--- src/rtl/mem_access_stage_if.sv ---
// mem_access_stage_if: groups the three buses around the memory-access stage.
// Upstream op handshake (execute stage), the RAM port, and the downstream
// writeback handshake.
//   master : the memory-access stage itself (drives in_ready, RAM controls,
//            writeback result)
//   slave  : the surroundings (execute stage, data RAM, writeback stage)
interface mem_access_stage_if #(
  parameter int DATA_W = 32
);
  // execute -> stage
  logic              in_valid;
  logic              in_ready;
  logic [31:0]       alu_result;
  logic [DATA_W-1:0] store_data;
  logic              mem_read;
  logic              mem_write;
  logic [4:0]        rd_idx;
  logic              reg_write;
  // stage <-> data RAM
  logic [31:0]       Address;
  logic [DATA_W-1:0] writeDta;
  logic              WE;
  logic              RE;
  logic [DATA_W-1:0] Datoout;
  // stage -> writeback
  logic              out_valid;
  logic              out_ready;
  logic [DATA_W-1:0] wb_data;
  logic [4:0]        wb_rd_idx;
  logic              wb_reg_write;
  logic              out_err;

  modport master (
    input  in_valid, alu_result, store_data, mem_read, mem_write, rd_idx,
           reg_write, Datoout, out_ready,
    output in_ready, Address, writeDta, WE, RE, out_valid, wb_data,
           wb_rd_idx, wb_reg_write, out_err
  );

  modport slave (
    output in_valid, alu_result, store_data, mem_read, mem_write, rd_idx,
           reg_write, Datoout, out_ready,
    input  in_ready, Address, writeDta, WE, RE, out_valid, wb_data,
           wb_rd_idx, wb_reg_write, out_err
  );
endinterface

--- src/rtl/mem_access_stage.sv ---
// mem_access_stage: memory-access pipeline stage in front of a combinational
// data RAM. Takes one load/store/pass-through op per handshake, drives the RAM
// port for WAIT_CYCLES cycles, and presents a registered writeback result.
// Optional feature macro: MEM_BOUNDS_CHECK_EN (reject word index >= DEPTH).
//
// state  | meaning
// -------+----------------------------------------------------------------
// IDLE   | no op held; ready to accept
// ACCESS | WE or RE asserted toward the RAM, counting down the wait cycles
// DONE   | result valid downstream; held until out_ready
module mem_access_stage #(
  parameter int DATA_W      = 32,
  parameter int DEPTH       = 32,
  parameter int WAIT_CYCLES = 1,
  parameter int BYTE_ADDR   = 0
) (
  input logic              clk,
  input logic              rst,
  mem_access_stage_if.master bus
);

  if (WAIT_CYCLES < 1 || WAIT_CYCLES > 15 || DEPTH < 1) begin : g_bad_param
    $error("mem_access_stage: WAIT_CYCLES must be 1..15 and DEPTH >= 1");
  end

  localparam logic [3:0] LP_CNT_INIT = 4'(WAIT_CYCLES - 1);

  typedef enum logic [1:0] {IDLE, ACCESS, DONE} state_t;

  state_t            r_state,        w_state_nxt;
  logic [3:0]        r_cnt,          w_cnt_nxt;
  logic              r_is_load,      w_is_load_nxt;
  logic [31:0]       r_addr,         w_addr_nxt;
  logic [DATA_W-1:0] r_wdata,        w_wdata_nxt;
  logic              r_we,           w_we_nxt;
  logic              r_re,           w_re_nxt;
  logic              r_out_valid,    w_out_valid_nxt;
  logic [DATA_W-1:0] r_wb_data,      w_wb_data_nxt;
  logic [4:0]        r_wb_rd_idx,    w_wb_rd_idx_nxt;
  logic              r_wb_reg_write, w_wb_reg_write_nxt;
  logic              r_out_err,      w_out_err_nxt;

  logic              w_in_ready;
  logic              w_accept;
  logic              w_is_mem;
  logic              w_oob;
  logic [31:0]       w_word_idx;

  // Ready is combinational on out_ready so a consumed result and a new op can
  // share one edge; held low during reset so nothing is taken in.
  assign w_in_ready = !rst && ((r_state == IDLE) || ((r_state == DONE) && bus.out_ready));
  assign w_accept   = bus.in_valid && w_in_ready;
  assign w_is_mem   = bus.mem_read || bus.mem_write;
  assign w_word_idx = (BYTE_ADDR != 0) ? {2'b00, bus.alu_result[31:2]} : bus.alu_result;

  // Out-of-range detection on the incoming op's word index.
  always_comb begin
`ifdef MEM_BOUNDS_CHECK_EN
    w_oob = w_is_mem && (w_word_idx >= 32'(DEPTH));
`else
    w_oob = 1'b0;
`endif
  end

  // Next-state and next-output decode; an accept overrides the per-state defaults.
  always_comb begin
    w_state_nxt        = r_state;
    w_cnt_nxt          = r_cnt;
    w_is_load_nxt      = r_is_load;
    w_addr_nxt         = r_addr;
    w_wdata_nxt        = r_wdata;
    w_we_nxt           = r_we;
    w_re_nxt           = r_re;
    w_out_valid_nxt    = r_out_valid;
    w_wb_data_nxt      = r_wb_data;
    w_wb_rd_idx_nxt    = r_wb_rd_idx;
    w_wb_reg_write_nxt = r_wb_reg_write;
    w_out_err_nxt      = r_out_err;

    case (r_state)
      IDLE: begin
      end
      ACCESS: begin
        if (r_cnt == 4'd0) begin
          w_we_nxt        = 1'b0;
          w_re_nxt        = 1'b0;
          w_out_valid_nxt = 1'b1;
          w_state_nxt     = DONE;
          if (r_is_load) begin
            w_wb_data_nxt = bus.Datoout;
          end
        end else begin
          w_cnt_nxt = r_cnt - 4'd1;
        end
      end
      DONE: begin
        if (bus.out_ready) begin
          w_out_valid_nxt = 1'b0;
          w_out_err_nxt   = 1'b0;
          w_state_nxt     = IDLE;
        end
      end
      default: begin
        w_state_nxt = IDLE;
      end
    endcase

    if (w_accept) begin
      w_wb_rd_idx_nxt = bus.rd_idx;
      w_out_err_nxt   = 1'b0;
      w_we_nxt        = 1'b0;
      w_re_nxt        = 1'b0;
      w_is_load_nxt   = 1'b0;
      if (w_is_mem && w_oob) begin
        w_state_nxt        = DONE;
        w_out_valid_nxt    = 1'b1;
        w_out_err_nxt      = 1'b1;
        w_wb_data_nxt      = '0;
        w_wb_reg_write_nxt = 1'b0;
      end else if (w_is_mem) begin
        // Store wins when both flags are set; a store never writes back.
        w_state_nxt        = ACCESS;
        w_out_valid_nxt    = 1'b0;
        w_cnt_nxt          = LP_CNT_INIT;
        w_addr_nxt         = w_word_idx;
        w_wdata_nxt        = bus.store_data;
        w_we_nxt           = bus.mem_write;
        w_re_nxt           = !bus.mem_write;
        w_is_load_nxt      = !bus.mem_write;
        w_wb_data_nxt      = DATA_W'(bus.alu_result);
        w_wb_reg_write_nxt = bus.mem_write ? 1'b0 : bus.reg_write;
      end else begin
        w_state_nxt        = DONE;
        w_out_valid_nxt    = 1'b1;
        w_wb_data_nxt      = DATA_W'(bus.alu_result);
        w_wb_reg_write_nxt = bus.reg_write;
      end
    end
  end

  // State and output registers; reset drops WE/RE at once, mid-access included.
  always_ff @(posedge clk or posedge rst) begin
    if (rst) begin
      r_state        <= IDLE;
      r_cnt          <= 4'd0;
      r_is_load      <= 1'b0;
      r_addr         <= '0;
      r_wdata        <= '0;
      r_we           <= 1'b0;
      r_re           <= 1'b0;
      r_out_valid    <= 1'b0;
      r_wb_data      <= '0;
      r_wb_rd_idx    <= '0;
      r_wb_reg_write <= 1'b0;
      r_out_err      <= 1'b0;
    end else begin
      r_state        <= w_state_nxt;
      r_cnt          <= w_cnt_nxt;
      r_is_load      <= w_is_load_nxt;
      r_addr         <= w_addr_nxt;
      r_wdata        <= w_wdata_nxt;
      r_we           <= w_we_nxt;
      r_re           <= w_re_nxt;
      r_out_valid    <= w_out_valid_nxt;
      r_wb_data      <= w_wb_data_nxt;
      r_wb_rd_idx    <= w_wb_rd_idx_nxt;
      r_wb_reg_write <= w_wb_reg_write_nxt;
      r_out_err      <= w_out_err_nxt;
    end
  end

  assign bus.in_ready     = w_in_ready;
  assign bus.Address      = r_addr;
  assign bus.writeDta     = r_wdata;
  assign bus.WE           = r_we;
  assign bus.RE           = r_re;
  assign bus.out_valid    = r_out_valid;
  assign bus.wb_data      = r_wb_data;
  assign bus.wb_rd_idx    = r_wb_rd_idx;
  assign bus.wb_reg_write = r_wb_reg_write;
  assign bus.out_err      = r_out_err;

endmodule
--- src/flat_wrapper.sv ---
// flat-port wrapper written by rule: the top's interface ports become plain ports
module mem_access_stage_flat 
#(
  parameter int DATA_W      = 32,
  parameter int DEPTH       = 32,
  parameter int WAIT_CYCLES = 1,
  parameter int BYTE_ADDR   = 0
)
  (clk, rst, bus_in_valid, bus_alu_result, bus_store_data, bus_mem_read, bus_mem_write, bus_rd_idx, bus_reg_write, bus_Datoout, bus_out_ready, bus_in_ready, bus_Address, bus_writeDta, bus_WE, bus_RE, bus_out_valid, bus_wb_data, bus_wb_rd_idx, bus_wb_reg_write, bus_out_err);
  mem_access_stage_if #(.DATA_W(DATA_W)) bus_i ();
  input logic clk;
  input logic rst;
  input wire logic [$bits(bus_i.in_valid)-1:0] bus_in_valid;
  input wire logic [$bits(bus_i.alu_result)-1:0] bus_alu_result;
  input wire logic [$bits(bus_i.store_data)-1:0] bus_store_data;
  input wire logic [$bits(bus_i.mem_read)-1:0] bus_mem_read;
  input wire logic [$bits(bus_i.mem_write)-1:0] bus_mem_write;
  input wire logic [$bits(bus_i.rd_idx)-1:0] bus_rd_idx;
  input wire logic [$bits(bus_i.reg_write)-1:0] bus_reg_write;
  input wire logic [$bits(bus_i.Datoout)-1:0] bus_Datoout;
  input wire logic [$bits(bus_i.out_ready)-1:0] bus_out_ready;
  output wire logic [$bits(bus_i.in_ready)-1:0] bus_in_ready;
  output wire logic [$bits(bus_i.Address)-1:0] bus_Address;
  output wire logic [$bits(bus_i.writeDta)-1:0] bus_writeDta;
  output wire logic [$bits(bus_i.WE)-1:0] bus_WE;
  output wire logic [$bits(bus_i.RE)-1:0] bus_RE;
  output wire logic [$bits(bus_i.out_valid)-1:0] bus_out_valid;
  output wire logic [$bits(bus_i.wb_data)-1:0] bus_wb_data;
  output wire logic [$bits(bus_i.wb_rd_idx)-1:0] bus_wb_rd_idx;
  output wire logic [$bits(bus_i.wb_reg_write)-1:0] bus_wb_reg_write;
  output wire logic [$bits(bus_i.out_err)-1:0] bus_out_err;
  assign bus_i.in_valid = bus_in_valid;
  assign bus_i.alu_result = bus_alu_result;
  assign bus_i.store_data = bus_store_data;
  assign bus_i.mem_read = bus_mem_read;
  assign bus_i.mem_write = bus_mem_write;
  assign bus_i.rd_idx = bus_rd_idx;
  assign bus_i.reg_write = bus_reg_write;
  assign bus_i.Datoout = bus_Datoout;
  assign bus_i.out_ready = bus_out_ready;
  assign bus_in_ready = bus_i.in_ready;
  assign bus_Address = bus_i.Address;
  assign bus_writeDta = bus_i.writeDta;
  assign bus_WE = bus_i.WE;
  assign bus_RE = bus_i.RE;
  assign bus_out_valid = bus_i.out_valid;
  assign bus_wb_data = bus_i.wb_data;
  assign bus_wb_rd_idx = bus_i.wb_rd_idx;
  assign bus_wb_reg_write = bus_i.wb_reg_write;
  assign bus_out_err = bus_i.out_err;
  mem_access_stage #(.DATA_W(DATA_W), .DEPTH(DEPTH), .WAIT_CYCLES(WAIT_CYCLES), .BYTE_ADDR(BYTE_ADDR)) u_core (.clk(clk), .rst(rst), .bus(bus_i));
endmodule
--- config.mk ---
export PLATFORM = sky130hd
export DESIGN_NAME = mem_access_stage_flat
export DESIGN_NICKNAME = d
export VERILOG_FILES = /design/src/rtl/mem_access_stage_if.sv /design/src/rtl/mem_access_stage.sv /design/src/flat_wrapper.sv
export SDC_FILE = /design/constraint.sdc
export NUM_CORES = 1
export LEC_CHECK = 0
export ABC_AREA = 1
export BUFFER_PORTS_ARGS = -buffer_cell sky130_fd_sc_hd__clkbuf_2
export CORE_MARGIN = 1
export CORE_UTILIZATION = 52
export DETAILED_ROUTE_END_ITERATION = 8
export GPL_TIMING_DRIVEN = 0
export PLACE_DENSITY = 0.89
export SLEW_MARGIN = 25
export SYNTH_ARGS = -nofsm -noshare
export SYNTH_HDL_FRONTEND = slang
export SYNTH_SLANG_ARGS = --single-unit
--- constraint.sdc ---
create_clock -name clk -period 13.2 [get_ports clk]
set_input_delay 3.96 -clock clk [delete_from_list [all_inputs] [get_ports clk]]
set_output_delay 3.96 -clock clk [all_outputs]
set_load 0.01 [all_outputs]
======== Yosys cells after proc, flatten, opt, wreduce, memory -nomap -nowiden ========
Index checks and enable logic that the tools add are counted.
word-level totals
  logic and storage cells ................. 67
  input bits .............................. 108
  bits in registers ....................... 113
  output and inout bits ................... 107
cells by class
  add/sub/neg operators ................... 1
  muxes and demuxes ....................... 28
  equal/unequal tests ..................... 5
  reductions and logical operators ........ 21
operators by type and width
  operator               count
  $mux W32               4
  $mux W4                4
  $mux W1                14
  $reduce_bool A2 Y1     5
  $reduce_and A3 Y1      3
  $mux W2                4
  $pmux W2 S3            1
  $reduce_and A2 Y1      3
  $logic_not A4 Y1       1
  $sub A4 B1 Y4 const B  1
  $logic_and A1 B1 Y1    3
  $ne A3 B1 Y1 const B   1
  $ne A3 B2 Y1 const B   1
  $reduce_bool A3 Y1     1
  $eq A2 B1 Y1 const B   1
  $eq A2 B2 Y1 const B   1
  $logic_not A1 Y1       2
  $logic_not A2 Y1       1
  $logic_or A1 B1 Y1     2
  $ne A2 B1 Y1 const B   1
  $pmux W1 S2            1

======== Depth between registers and ports, before layout ========
  depth in word-level cells ............... 7
  mapped depth ............................ 10

======== Worst setup path after synthesis ========
OpenSTA, ideal clock, no wires.
  kind .................................... input -> output
  start point ............................. input port bus_out_ready
  end point ............................... output port bus_in_ready
  data required time ...................... 9240 ps
  path slack .............................. 5025 ps
  path buffers ............................ 0
  arrival ................................. 4215 ps
  stages .................................. 2
  cells stage by stage .................... nand2_1 a21oi_2
between the ends
  cells in the longest elaborated chain, start to end .. 3
RTL lines
  element              RTL line                source
  start: declaration   flat_wrapper.sv:21      input wire logic [$bits(bus_i.out_ready)-1:0] bus_out_ready;
  $logic_and A1 B1 Y1  mem_access_stage.sv:51  assign w_in_ready = !rst && ((r_state == IDLE) || ((r_state == DONE) && bus.out_ready));
  $logic_or A1 B1 Y1   mem_access_stage.sv:51
  $logic_and A1 B1 Y1  mem_access_stage.sv:51
  end: declaration     flat_wrapper.sv:22      output wire logic [$bits(bus_i.in_ready)-1:0] bus_in_ready;
Every way passes these cells.

======== Final worst setup path ========
Same ends and word-level chain as after synthesis.

==> summary.md <==
| Metric | Value |
|---|---|
| Tcrit/Tclk final | `63.80%` |
| Pin count of the biggest net entering global routing | `49` |
| Fin. max-slew vios | `0` |
| Number of buffers created by CTS | `9` |
| Postcts setup bufs | `0` |
| Root Buffer | `clkbuf_8` |
| Maximum vdd drop | `108.8 uV` |
| Share of cells above drive strength 1 | `29.05%` |
| Dpl hpwl | `10400 um` |
| Core area | `9371 sq um` |
| RD Place Congestion | `0.8294` |
| Hold Buf Count CTS | `0` |
| Layout Skew | `0.02071 ns` |
| Top cells by area, synth | `dfrtp_1 (55%), nand2_1 (24%), inv_1 (5.5%), nand4_1 (4.3%), nand3_1 (4.0%)` |
| Status | `complete, no violations` |
| Clock sinks | `112` |
| Crit path DAT | `4.46 ns` |
| Drt first pass iters | `5` |
| Design Area, Final | `6569 sq um` |
| Cell taking the most area after synthesis | `dfrtp_1` |
| Die width | `101.2 um` |
| Warning count from the yosys run | `0` |
| Die height | `101.2 um` |
| Vias per cell | `4.945` |
| Post-synthesis register bit count | `112` |
| Residual DRC | `0` |
| CP endpoint kind | `primary output` |
| Post-DRT Antenna Nets | `0` |
| # setup viols final | `0` |
| Overflow after GRT | `0` |
| Ratio of total power to cell area | `207.5 nW/um^2` |
| Synthesized instance count | `658` |
| Critical path class | `in2out` |
| Initial antenna violation count | `0` |
| Site Rows | `35` |
| Min Tclk post-route | `8.421 ns` |
| Avg Cell Area, Syn | `7.772 sq um` |
| Synth Cell Area | `5114 sq um` |
| Worst-Skew Late Latency | `0.37 ns` |
| Hold Path Class | `reg2reg` |
| Max-Cap Viols | `0` |
| Initial DRC Count | `206` |
| CTS tree | `yes` |
| IO Port Bufs | `212` |
| Vias in the first global route | `4747` |
| Synthesis-to-layout area growth | `28.46%` |
| Reg clk slew, reported paths | `0.09 ns` |
| Htree depth | `3` |
| CP Max Fanout | `3` |
| Post-synth cell types | `22` |
| Buffer depth of the longest clock path | `2` |
| Ant. Diodes | `0` |
| Number of fill cells in the layout | `834` |
| CTS resizes | `0` |
| Top cell type's share of synthesized area | `54.81%` |
| CP startpoint kind | `input pin` |
| RSZ-0062 raised after global routing | `false` |
| Die area | `10230 sq um` |
| Drt wl/cell | `13.40 um` |
| Sequential area share after synthesis | `54.81%` |
| Max Freq | `118.7 MHz` |
| WL final | `13630 um` |
| Placed cell areas | `6387 sq um` |
| Relative slew slack | `66.15%` |
| Vias after detailed routing | `5029` |
| Initial core utilization | `54.57%` |
| Io pins | `215` |
| Mapped Nets | `770` |
| Total global-route track usage | `27.25%` |
| Worst slew pin tran | `0.5077 ns` |
| Post-Route Setup TNS | `0 ns` |
| Nets | `995` |
| Static Leak | `4.076 nW` |
| Global-route wire length before repair | `21690 um` |
| Req. time, crit path | `9.24 ns` |
| Final Hold Viols | `0` |
==> layout by cell type (no fill, tap or decap), drive strengths merged <==
cell type  count
a21oi          2
buf           24
clkbuf       237
clkinv         4
conb           1
dfrtp        112
ha             4
inv           80
nand2        330
nand3         42
nand3b         1
nand4         35
nor2           9
o21ai          6
o21bai         1
==> worst max-delay path, stage by stage <==
cell,delay (ns)
clkbuf_2,0.10
nand2_1,0.09
a21oi_2,0.15
clkbuf_2,0.17
==> where the power goes <==
group / internal [mW] / switching (mW)
registers: 0.503 / 0.0940
clock network: 0.0756 / 0.117
logic: 0.223 / 0.350
total: 0.802 / 0.561
==> cells in the mapped netlist (all sizes together) <==
library cell  instances
a21oi                 2
buf                  22
clkbuf               14
conb                  1
dfrtp               112
ha                    4
inv                  79
nand2               330
nand3                42
nand3b                1
nand4                35
nor2                  9
o21ai                 6
o21bai                1
==> final cells by class <==
type | instances | area [sq um] | area share [%]
flip-flops and latches | 112 | 2803 | 42.67
multi-input cells | 431 | 1824 | 27.77
repair buffers | 214 | 1109 | 16.88
inverters | 79 | 296.5 | 4.514
plain buffers | 36 | 193.9 | 2.952
well taps | 129 | 161.4 | 2.457
clock buffers | 11 | 141.4 | 2.152
clock inverters | 5 | 40.04 | 0.6095
==> registers in the layout (all words and copies together) (netlist names), 2 cells and up <==
name and cells:
u_core.bus.writeDta 32, u_core.bus.wb_rd_idx 5, u_core.r_state 2, u_core.bus.Address 32
u_core.r_cnt 4, u_core.bus.wb_data 32
==> worst paths after layout <==
path | startpoint | end | slack [ns] | cells after the start
worst max-delay path | bus_out_ready | bus_in_ready | 4.78 | 4
worst min-delay path | u_core.bus.writeDta[31]$_DFFE_PP0P_ | u_core.bus.writeDta[31]$_DFFE_PP0P_ | 0.48 | 2
worst max register to register | u_core.r_state[0]$_DFFE_PP0P_ | u_core.bus.wb_data[9]$_DFFE_PP0P_ | 11.26 | 9
worst min register to register | u_core.bus.writeDta[31]$_DFFE_PP0P_ | u_core.bus.writeDta[31]$_DFFE_PP0P_ | 0.48 | 2
max in group asynchronous | rst | u_core.r_is_load$_DFFE_PP0N_ | 8.70 | 4
min in group asynchronous | rst | u_core.bus.Address[7]$_DFFE_PP0P_ | 3.90 | 3
==> cells by family after synthesis <==
group / after synthesis / synth area share, %
other: 1 / 0.07333
buffers and inverters: 115 / 9.518
DFF: 112 / 54.81
AOI/OAI and AO/OA: 9 / 1.003
adders and majority gates: 4 / 0.9788
and+or+nand+nor: 417 / 33.62
==> metrics by stage <==
stage / hold WS [ns] / std cells / setup slack (ns) / power, mW / utilization, %
detailed placement: 0.4576 / 1001 / 4.777 / 1.179 / 68.16
global placement: 0.4527 / 999 / 2.766 / 1.157 / 67.61
CTS: 0.4845 / 1017 / 4.775 / 1.370 / 70.09
floorplan: 0.4499 / 658 / 4.613 / 0.9189 / -
finish: 0.4808 / 1017 / 4.779 / 1.363 / 70.09
global route: 0.5054 / 1017 / 4.709 / 1.473 / 70.09
==> layer usage <==
metal / up-vias / part of all wire, % / global-route usage [%]
li1: 2447 / - / -
met1: 2352 / 42 / 34.68
met2: 202 / 48 / 46.05
met3: 28 / 7.3 / 5.176
met4: 0 / 2.5 / 11.15
met5: - / 0 / 0
No activity file was read; power rests on OpenSTA's default activity.
